`config.mk`:
```
export PLATFORM = sky130hd
export DESIGN_NAME = fpu_divider
export DESIGN_NICKNAME = d
export VERILOG_FILES = /design/src/rtl/fpu_pkg.sv /design/src/rtl/fpu_classify.sv /design/src/rtl/fpu_divider.sv
export SDC_FILE = /design/constraint.sdc
export NUM_CORES = 1
export LEC_CHECK = 0
export ABC_AREA = 1
export CAP_MARGIN = 30
export CORE_MARGIN = 10
export CORE_UTILIZATION = 40
export DETAILED_ROUTE_END_ITERATION = 10
export PLACE_DENSITY = 0.7
export SLEW_MARGIN = 20
export SYNTH_ARGS = -nofsm -noshare
export SYNTH_HDL_FRONTEND = slang
export SYNTH_SLANG_ARGS = --single-unit
```
`constraint.sdc`:
```
create_clock -name clk -period 4.7 [get_ports clk]
set_input_delay 0.705 -clock clk [delete_from_list [all_inputs] [get_ports clk]]
set_output_delay 0.705 -clock clk [all_outputs]
set_load 0.02 [all_outputs]
```
`src/rtl/fpu_pkg.sv`:
```
// rtl/fpu_pkg.sv - shared FP32 types, constants and state encodings for the FPU datapath
package fpu_pkg;

    typedef struct packed {
        logic        sign;
        logic [7:0]  exp;
        logic [22:0] frac;
    } fp32_t;

    localparam int          FP_BIAS    = 127;
    localparam logic [31:0] FP_NAN     = 32'h7F800001;
    localparam logic [31:0] FP_POS_INF = 32'h7F800000;
    localparam logic [31:0] FP_ZERO    = 32'h00000000;

    typedef enum logic [1:0] {IDLE, DIVIDE, NORM, DONE} fdiv_state_t;

    typedef enum logic [1:0] {CLS_ZERO, CLS_NORM, CLS_INF, CLS_NAN} fp_class_t;

    function automatic logic [31:0] fp_inf(input logic sign);
        return {sign, FP_POS_INF[30:0]};
    endfunction

endpackage

```
`src/rtl/fpu_classify.sv`:
```
// rtl/fpu_classify.sv - combinational FP32 operand classifier; subnormals are reported as zero
module fpu_classify
    import fpu_pkg::*;
(
    input  fp32_t     value,
    output fp_class_t cls
);

    always_comb begin
        cls = CLS_NORM;
        if (value.exp == 8'hFF) begin
            cls = (value.frac != 23'd0) ? CLS_NAN : CLS_INF;
        end else if (value.exp == 8'h00) begin
            cls = CLS_ZERO;
        end
    end

endmodule

```
`src/rtl/fpu_divider.sv`:
```
// rtl/fpu_divider.sv - iterative FP32 divider; FPU_DIV_ROUND_NEAREST_EN enables round-to-nearest-even
module fpu_divider
    import fpu_pkg::*;
#(
    parameter int          QBITS     = 26,
    parameter logic [31:0] NAN_VALUE = FP_NAN
) (
    input  logic        clk,
    input  logic        rst,
    input  logic        start,
    input  logic [31:0] a,
    input  logic [31:0] b,
    output logic [31:0] result,
    output logic        busy,
    output logic        done
);

    fdiv_state_t        state, state_nxt;
    fp32_t              fa, fb;
    fp_class_t          cls_a, cls_b;
    logic               sign_q;
    logic signed [9:0]  exp_q;
    logic [23:0]        mb_q;
    logic [24:0]        rem_q;
    logic [QBITS-1:0]   quo_q;
    logic [4:0]         cnt_q;
    logic               special;
    logic [31:0]        special_val;
    logic               rem_ge;
    logic [24:0]        rem_sub;
    logic signed [9:0]  exp_n, exp_f;
    logic [22:0]        frac_t, frac_f;
    logic [31:0]        norm_val;
`ifdef FPU_DIV_ROUND_NEAREST_EN
    logic [QBITS-1:0]   quo_n;
    logic               guard, sticky;
    logic [23:0]        frac_r;
`endif

    assign fa = a;
    assign fb = b;

    fpu_classify u_cls_a (.value(fa), .cls(cls_a));
    fpu_classify u_cls_b (.value(fb), .cls(cls_b));

    always_comb begin
        special     = 1'b1;
        special_val = FP_ZERO;
        if (cls_a == CLS_NAN || cls_b == CLS_NAN) begin
            special_val = NAN_VALUE;
        end else if (cls_a == CLS_INF && cls_b == CLS_INF) begin
            special_val = NAN_VALUE;
        end else if (cls_a == CLS_ZERO && cls_b == CLS_ZERO) begin
            special_val = NAN_VALUE;
        end else if (cls_a == CLS_INF || cls_b == CLS_ZERO) begin
            special_val = fp_inf(fa.sign ^ fb.sign);
        end else if (cls_a == CLS_ZERO || cls_b == CLS_INF) begin
            special_val = FP_ZERO;
        end else begin
            special = 1'b0;
        end
    end

    always_comb begin
        state_nxt = state;
        case (state)
            IDLE:    if (start) state_nxt = special ? DONE : DIVIDE;
            DIVIDE:  if (cnt_q == 5'(QBITS - 1)) state_nxt = NORM;
            NORM:    state_nxt = DONE;
            DONE:    state_nxt = IDLE;
            default: state_nxt = IDLE;
        endcase
    end

    assign busy = (state != IDLE);
    assign done = (state == DONE);

    always_ff @(posedge clk or posedge rst) begin
        if (rst) state <= IDLE;
        else     state <= state_nxt;
    end

    // remainder stays below 2*mb, so 25 bits never overflow
    assign rem_ge  = (rem_q >= {1'b0, mb_q});
    assign rem_sub = rem_ge ? (rem_q - {1'b0, mb_q}) : rem_q;

    always_comb begin
        exp_n  = quo_q[QBITS-1] ? exp_q : exp_q - 10'sd1;
        frac_t = quo_q[QBITS-1] ? quo_q[QBITS-2 -: 23] : quo_q[QBITS-3 -: 23];
`ifdef FPU_DIV_ROUND_NEAREST_EN
        quo_n  = quo_q[QBITS-1] ? quo_q : {quo_q[QBITS-2:0], 1'b0};
        guard  = quo_n[QBITS-25];
        sticky = (|quo_n[QBITS-26:0]) | (|rem_q);
        frac_r = {1'b0, frac_t} + {23'd0, guard & (sticky | frac_t[0])};
        frac_f = frac_r[22:0];
        exp_f  = frac_r[23] ? exp_n + 10'sd1 : exp_n;
`else
        frac_f = frac_t;
        exp_f  = exp_n;
`endif
        if (exp_f >= 10'sd255)    norm_val = fp_inf(sign_q);
        else if (exp_f <= 10'sd0) norm_val = FP_ZERO;
        else                      norm_val = {sign_q, exp_f[7:0], frac_f};
    end

    always_ff @(posedge clk or posedge rst) begin
        if (rst) begin
            result <= FP_ZERO;
            sign_q <= 1'b0;
            exp_q  <= 10'sd0;
            mb_q   <= 24'd0;
            rem_q  <= 25'd0;
            quo_q  <= '0;
            cnt_q  <= 5'd0;
        end else begin
            case (state)
                IDLE: if (start) begin
                    sign_q <= fa.sign ^ fb.sign;
                    exp_q  <= 10'({2'b00, fa.exp}) - 10'({2'b00, fb.exp}) + 10'(FP_BIAS);
                    mb_q   <= {1'b1, fb.frac};
                    rem_q  <= {2'b01, fa.frac};
                    quo_q  <= '0;
                    cnt_q  <= 5'd0;
                    if (special) result <= special_val;
                end
                DIVIDE: begin
                    rem_q <= {rem_sub[23:0], 1'b0};
                    quo_q <= {quo_q[QBITS-2:0], rem_ge};
                    cnt_q <= cnt_q + 5'd1;
                end
                NORM:    result <= norm_val;
                default: ;
            endcase
        end
    end

endmodule

```
# Yosys cells after proc, flatten, opt, wreduce, memory -nomap -nowiden
# Index checks and enable logic that the tools add are counted.
[classes] n_reduce_logical=19 add_sub_neg=5 n_eq_ne=13 bitwise_logic=1 mux=33 order_cmp=3
[op_table] cell="$mux W32" n=8
[op_table] cell="$pmux W32 S2" n=1
[op_table] cell="$pmux W26 S2" n=1
[op_table] cell="$pmux W25 S2" n=1
[op_table] cell="$reduce_bool A23 Y1" n=2
[op_table] cell="$mux W26" n=1
[op_table] cell="$ge A25 B24 Y1" n=1
[op_table] cell="$mux W25" n=1
[op_table] cell="$mux W24" n=1
[op_table] cell="$sub A24 B24 Y24" n=1
[op_table] cell="$mux W23" n=1
[op_table] cell="$eq A8 B8 Y1 const B" n=2
[op_table] cell="$logic_not A8 Y1" n=2
[op_table] cell="$eq A2 B2 Y1 const B" n=6
[op_table] cell="$add A9 B8 Y10 const B" n=1
[op_table] cell="$ge A10 B9 Y1 const B" n=1
[op_table] cell="$le A10 B1 Y1 const B" n=1
[op_table] cell="$mux W10" n=1
[op_table] cell="$mux W2" n=5
[op_table] cell="$pmux W5 S2" n=1
[op_table] cell="$sub A10 B2 Y10 const B" n=1
[op_table] cell="$mux W1" n=9
[op_table] cell="$sub A8 B8 Y9" n=1
[op_table] cell="$pmux W2 S4" n=1
[op_table] cell="other kinds (12)" n=23
[word_totals] in_bits=67 register_bits=125

# Logic depth before layout (Yosys ltp)
# Gate-level depths: netlist of run 1.
[depth] depth_word=13 depth_mapped=16

# Hierarchy
# From an unflattened synthesis of run 1, not the netlist that was laid out.
[unflattened] cells_unflattened=1241 hier_area_um2=8637.0
[by_module_without_submodules] module="fpu_divider" instances=1 cells_each=1159 seq_area_each_um2=3128.0 area_per_inst_um2=8319.2
[by_module_without_submodules] module="fpu_classify" instances=2 cells_each=41 seq_area_each_um2=0.0 area_per_inst_um2=158.9

# Least setup slack after synthesis of run 1
# OpenSTA, ideal clock, no wires.
[synth_timing] kind="input to register" startpoint="in a[23]" endpoint="reg exp_q[5]" path_stages=11 path_buffers=0 setup_time_ps=82 t_arrival_ps=2296 slack_ps=2323 path_cell_list="inv_1 ha_1 inv_1 fa_1 xor2_1 nor2_1 inv_1 nor2_1 nand3_1 or2_2 a31oi_1"
[synth_between] elab_chain_cells=2
[synth_lines] element="from (decl)" line_no="fpu_divider.sv:11" rtl="input logic [31:0] a,"
[synth_lines] element="$sub A8 B8 Y9" line_no="fpu_divider.sv:119" rtl="exp_q <= 10'({2'b00, fa.exp}) - 10'({2'b00, fb.exp}) + 10'(FP_BIAS);"
[synth_lines] element="$add A9 B8 Y10" line_no="fpu_divider.sv:119"
[synth_lines] element="to (signal assigned)" line_no="fpu_divider.sv:119"
[synth_lines] element="to (decl)" line_no="fpu_divider.sv:22" rtl="logic signed [9:0] exp_q;"
# No other way between the ends.
# A chain may end at the register's enable or synchronous reset.

# Worst setup path in the final report of run 1
[layout_timing] startpoint="reg rem_q[2]" endpoint="reg rem_q[14]"
[layout_between] elab_chain_cells=3
[layout_lines] element="from (decl)" line_no="fpu_divider.sv:24" rtl="logic [24:0] rem_q;"
[layout_lines] element="from (signal assigned)" line_no="fpu_divider.sv:121" rtl="rem_q <= {2'b01, fa.frac};"
[layout_lines] element="from (signal assigned)" line_no="fpu_divider.sv:127" rtl="rem_q <= {rem_sub[23:0], 1'b0};"
[layout_lines] element="$sub A24 B24 Y24 / $ge A25 B24 Y1 (equally long branches)" line_no="fpu_divider.sv:85, fpu_divider.sv:84"
[layout_lines] element="$mux W24 (*)" line_no="fpu_divider.sv:85" rtl="assign rem_sub = rem_ge ? (rem_q - {1'b0, mb_q}) : rem_q;"
[layout_lines] element="$pmux W25 S2 (*)" line_no="fpu_divider.sv:116" rtl="case (state)"
# Mark *: on every way between the ends. The rest lies on a longest branch, timed or not.

==> impl_metrics.tcl, run 1 <==
set metrics [dict create \
    drive_gt1_share_pct 6.13 \
    drt_iter0_drc 407 \
    portBuffers 100 \
    number_of_antenna_violations_at_the_first_check_in_global_routing 0 \
    ys_seq_elements 125 \
    fp.dieW_um 165 \
    final_report_max_slew_violation_count 0 \
    multi_input_comb_area_um2 4440 \
    timing.critical_path.fanout_max 24 \
    globalRoute.totalOverflow 0 \
    post_synth_inst_count 1186 \
    fill_cell_instance_count_of_the_final_layout 2059 \
    final.setup.tns_ns 0 \
    cts_buf_count 17 \
    synth_cell_type_count 43 \
    ctsHtreeMaxLevel 4 \
    grt_pass1_vias 7745 \
    postCtsHoldBufs 0 \
    viasPerCell 5.11 \
    synth.top_cell.area_share_pct 37.3 \
    worstMarginPinSlew_ns 0.726 \
    synthesis.area_per_instance_um2 7.07 \
    power.density_cell_area_nw_per_um2 743 \
    grt_setup_unrepaired "false" \
    outcome "finished clean" \
    cts_resized 0 \
    yosys.cell_count.top_type "nand2_1" \
    largest_net_degree_at_the_start_of_global_routing 68 \
    clock_root_buffer "clkbuf_16" \
    finalWeightedCongestion 0.894 \
    cp.arrival_ns 3.31 \
    ant_nets 0 \
    max-cap-violations 0 \
    yosys-top-cells-area "dfrtp_1 37%, nand2_1 14%, inv_1 7.3%, ha_1 6.0%, nor2_1 5.5%" \
    num_io_pins 101 \
    row_count 52 \
    timing.clock.skew_ns 0.0154 \
    postSynth.asyncResetShare_pct 100 \
    ff_latch_area_um2 3130 \
    grt_first_pass_wirelength_mm 37.8 \
    yosys_warnings 0 \
    design.die.area_um2 27200 \
    yosys.area.top_type "dfrtp_1" \
    cp_class "flop to flop" \
    worst_slew_slack_as_a_fraction_of_its_limit_pct 51.3 \
    leakage_nw 4.94 \
    die_h_um 165 \
    detail_route.wirelength_mm 22.8 \
    power.total_mw 7.59 \
    final.period_utilization_pct 63.6 \
    clk_pin_slew_ns 0.06 \
    synth_commonest_cells "313 x nand2_1, 164 x inv_1, 125 x dfrtp_1" \
    cts-root-to-sink-buffers 2 \
    post-route-drc-count 0 \
    grt_util_all_layers_pct 17.1 \
    hold_viol_final 0 \
    min-delay-path-class "flop to flop" \
    vias 7963 \
    synth_area_um2 8390 \
    setup.worst_path.end_class "flop" \
    synth-edff-count 0 \
    antenna_diode_count 0 \
    clock.fmax_mhz 334 \
    r2r_slack_ns 1.71 \
    flip_flop_cell_with_the_highest_count_after_synthesis "dfrtp_1" \
    worst_setup_path_start_kind "flop" \
    finalNetCount 1385 \
    finalCriticalPeriod_ns 2.99 \
    cts_tree "yes" \
    core_area_um2 20400 \
    synth-seq-area-share_pct 37.3 \
    worstSkewPairLatency_ns 0.44 \
    area_growth_pct 21.7 \
    postSynthNetCount 1295 \
    cts.sinks 125 \
    first_pass_iters 6 \
    initial_utilization_pct 41.1 \
    cts_setup_buffers 0 \
    timing.final.setup_violations 0 \
    avgRoutedWirePerCell_um 14.6 \
    worst_vdd_drop_mv 0.308 \
    cp.required_ns 5.02 \
    detailedPlacementHpwl_mm 17.1 \
]
-- cell usage in the layout, fill, tap and decap left out, types with 33 or more instances in the layout --
master           netlist  routed
inv_1                164     163
o21ai_0               76      76
clkdlybuf4s50_1        0     100
nand3_1               91      91
nand4_1               33      33
ha_1                  40      40
dfrtp_1              125     125
nor2_1               122     122
a21oi_1               35      35
nand2_1              313     313
-- cell type report --
| class | instances | share of cell area, % |
|---|---|---|
| tap | 270 | 3.31 |
| multi-input combinational | 852 | 43.5 |
| clock inverter | 15 | 1.36 |
| inverter | 170 | 6.27 |
| clock buffer | 17 | 4.17 |
| sequential | 125 | 30.6 |
| timing repair buffer | 110 | 10.7 |
-- cells by family (layout without fill, tap and decap cells) --
logic type | Yosys count | after routing | synth area share, %
AND/OR/NAND/NOR | 601 | 601 | 31.2
buffers and inverters | 209 | 312 | 9.78
AO/OA/AOI/OAI | 188 | 188 | 13.1
flip-flops | 125 | 125 | 37.3
adder cells (fa/ha/maj) | 42 | 42 | 6.44
XOR/XNOR | 21 | 21 | 2.19
-- metal layers --
layer | global-route usage (%) | part of all wire, % | vias up
li1 | - | - | 4039
met1 | 20.8 | 44 | 3720
met2 | 29.5 | 49 | 173
met3 | 3.96 | 5.1 | 31
met4 | 4.75 | 1.7 | 0
met5 | 0 | 0 | -
-- flip-flops by register name, indices dropped and copies added, names as in the netlist --
register	cells
state	2
sign_q	1
exp_q	10
result	32
mb_q	24
quo_q	26
cnt_q	5
rem_q	25
-- metrics by stage --
step           hold slack (ns)  worst slack [ns]  std cells  area [µm²]  util (%)
6_report                 0.467              1.71       1559       10200      50.0
5_1_grt                  0.502              1.47       1559       10200      50.0
4_1_cts                  0.465              1.73       1558       10200      49.8
3_5_place_dp             0.451              1.29       1526        9620      47.1
3_3_place_gp             0.451              1.30       1526        9620      47.1
2_1_floorplan            0.426             0.667       1186        8390         -
-- path summary, 6_finish.rpt --
check	start	to	cells past startpoint
max in group asynchronous	rst	result[29]	4
min	mb_q[23]	mb_q[23]	2
min in group asynchronous	rst	mb_q[16]	2
max	rem_q[2]	rem_q[14]	13
min reg2reg	mb_q[23]	mb_q[23]	2
max reg2reg	rem_q[2]	rem_q[14]	13
-- critical path, cell delays in order (launching register included) --
cell     delay (ns)
dfrtp_1        0.40
ha_1           0.36
nand2_1        0.08
o21ai_2        0.18
nand2_1        0.08
nand2_1        0.15
nand2_1        0.07
nand2_1        0.17
nand3_2        0.40
nand3_2        0.38
buf_4          0.33
nand3_1        0.12
nand3_1        0.09
nand2_1        0.07
-- power breakdown --
part           internal (mW)  switching, mW
clock network          0.702          0.577
registers               1.53          0.270
logic                   1.62           2.89
Power figures use the tool's default switching activity.
==> run 2: changes to the inputs <==
--- a/config.mk
+++ b/config.mk
@@ -10,7 +10,7 @@
 export CORE_MARGIN = 10
 export CORE_UTILIZATION = 40
 export DETAILED_ROUTE_END_ITERATION = 10
-export PLACE_DENSITY = 0.7
+export PLACE_DENSITY = 0.73
 export SLEW_MARGIN = 20
 export SYNTH_ARGS = -nofsm -noshare
 export SYNTH_HDL_FRONTEND = slang
==> constraint.sdc (replaced) <==
create_clock -name clk -period 2.7 [get_ports clk]
set_input_delay 0.405 -clock clk [delete_from_list [all_inputs] [get_ports clk]]
set_output_delay 0.405 -clock clk [all_outputs]
set_load 0.02 [all_outputs]
==> run 2 against run 1 <==
Compared with the run above: first-iteration DRC count increased by 15%; total power increased by 76%; worst setup slack got worse by 1.4 ns; clock power increased by 72%; largest cell class unchanged.
==> impl_metrics.tcl, run 2 (synthesized netlist as in run 1, its figures left out) <==
set metrics [dict create \
    outcome "finished clean" \
    number_of_antenna_violations_at_the_first_check_in_global_routing 0 \
    biggestRegsByFlops "result (32), quo_q (26), rem_q (25)" \
    final.setup.tns_ns 0 \
    finalCriticalPeriod_ns 2.44 \
    antenna_diode_count 0 \
    timing.clock.skew_ns 0.00843 \
    largest_reg_flops 32 \
    post-place-cells 1539 \
    critical_path.reg2reg.startpoint "mb_q[0]" \
    terminus_of_the_critical_flop_to_flop_path "rem_q[17]" \
    drt_iter0_drc 468 \
    avgRoutedWirePerCell_um 14.3 \
    vias 7952 \
    timing.final.setup_violations 0 \
    power.density_cell_area_nw_per_um2 1300 \
    max-cap-violations 0 \
    design.die.area_um2 27200 \
    min-delay-path-class "primary input to asynchronous set/reset pin" \
    fill_cell_instance_count_of_the_final_layout 2019 \
    r2r_slack_ns 0.26 \
    worstMarginPinSlew_ns 0.728 \
    cts-root-to-sink-buffers 2 \
    leakage_nw 5.00 \
    area_growth_pct 23.1 \
    hold_viol_final 0 \
    detailedPlacementHpwl_mm 16.9 \
    r2r.worst_path.cells 9 \
    first_pass_iters 5 \
    fp.dieW_um 165 \
    portBuffers 100 \
    detail_route.wirelength_mm 22.5 \
    worstSkewPairLatency_ns 0.42 \
    cts_tree "yes" \
    viasPerCell 5.06 \
    globalRoute.totalOverflow 0 \
    cp.required_ns 3.02 \
    cts_resized 0 \
    grt_util_all_layers_pct 17.1 \
    finalWeightedCongestion 0.918 \
    ant_nets 0 \
    mostFrequentLayoutCell "nand2_1" \
    clock_root_buffer "clkbuf_16" \
    finalNetCount 1397 \
    num_io_pins 101 \
    final.period_utilization_pct 90.4 \
    setup.worst_path.end_class "flop" \
    cts.sinks 125 \
    grt_first_pass_wirelength_mm 37.8 \
    worst_vdd_drop_mv 0.541 \
    clock.fmax_mhz 410 \
    ctsHtreeMaxLevel 4 \
    core_area_um2 20400 \
    power.total_mw 13.4 \
    clk_pin_slew_ns 0.07 \
    post_layout_nonfiller_instances 1571 \
    final_report_max_slew_violation_count 0 \
    timing.critical_path.fanout_max 5 \
    drive_gt1_share_pct 6.99 \
    grt_pass1_vias 7789 \
    cts_buf_count 17 \
    grt_setup_unrepaired "false" \
    row_count 52 \
    layout.cells.most_common_list "313 x nand2_1, 163 x inv_1, 125 x dfrtp_1, 122 x nor2_1, 100 x clkdlybuf4s50_1" \
    cp.arrival_ns 2.76 \
    worst_setup_path_start_kind "flop" \
    largest_net_degree_at_the_start_of_global_routing 126 \
    worst_slew_slack_as_a_fraction_of_its_limit_pct 51.5 \
    post-route-drc-count 0 \
    die_h_um 165 \
    registers.top_by_ff_count "result" \
    initial_utilization_pct 41.1 \
    cts_setup_buffers 0 \
    cp_class "flop to flop" \
    postCtsHoldBufs 0 \
]
[run 2: cell count changes in the layout (fill, tap and decap cells not counted)]
| cell | previous run | this run |
|---|---|---|
| clkinv_8 | 0 | 1 |
| clkinv_4 | 2 | 3 |
| clkinvlp_4 | 1 | 2 |
| inv_4 | 1 | 0 |
| buf_4 | 9 | 19 |
| buf_16 | 1 | 0 |
| buf_12 | 0 | 3 |
| inv_6 | 6 | 4 |
[run 2: report_power, final]
group / internal, mW / switching (mW)
registers: 2.67 / 0.467
clock network: 1.22 / 0.974
logic: 2.98 / 5.08
[run 2: stage by stage]
step                      cell area (µm²)  worst slack (ns)  hold WS [ns]  utilization (%)
after detailed placement             9760            0.0409         0.451             47.8
after CTS                           10300             0.279         0.467             50.6
after floorplan                      8390             0.623         0.426                -
final                               10300             0.260         0.458             50.6
after global routing                10300             0.103         0.478             50.6
after global placement               9760            0.0924         0.440             47.8
[run 2: final cells by class]
cell class                      count  area [µm²]  share of cell area, %
Inverter                          170         642                   6.22
Clock buffer                       17         425                   4.12
Tap cell                          270         338                   3.27
Multi-Input combinational cell    852        4440                   43.0
Sequential cell                   125        3130                   30.3
Clock inverter                     15         146                   1.42
Timing Repair Buffer              122        1200                   11.7
[run 2: how the worst max path moves through the flow]
stage / from / endpoint / cells past startpoint
after global routing: mb_q[0] / rem_q[17] / 9
final: mb_q[0] / rem_q[17] / 9
after global placement: b[23] / exp_q[5] / 11
after floorplan: a[23] / exp_q[5] / 11
after detailed placement: b[23] / exp_q[5] / 11
after CTS: mb_q[0] / rem_q[17] / 9
[run 2: worst max-delay path, stage by stage, from the launching register on]
cell     delay (ns)
dfrtp_1        0.40
ha_1           0.25
fa_1           0.41
o21ai_1        0.36
a21oi_1        0.17
o21ai_0        0.40
xnor2_1        0.17
nand2_1        0.07
nand3_1        0.06
nand2_1        0.05
[run 2: routing by layer]
| layer | track usage [%] | share of wire, % | vias to the layer above |
|---|---|---|---|
| met5 | 0 | 0 | - |
| met4 | 5.03 | 1.7 | 0 |
| met3 | 3.76 | 5.5 | 27 |
| met2 | 29.6 | 49 | 189 |
| met1 | 20.6 | 44 | 3677 |
| li1 | - | - | 4059 |
==> run 3: changes to the inputs <==
--- a/config.mk
+++ b/config.mk
@@ -10,6 +10,7 @@
 export CORE_MARGIN = 10
 export CORE_UTILIZATION = 40
 export DETAILED_ROUTE_END_ITERATION = 10
+export HOLD_SLACK_MARGIN = 0.15
 export PLACE_DENSITY = 0.73
 export SLEW_MARGIN = 20
 export SYNTH_ARGS = -nofsm -noshare
==> results of run 3 <==
No change in the layout: final DEF, timing and power equal those of run 2.
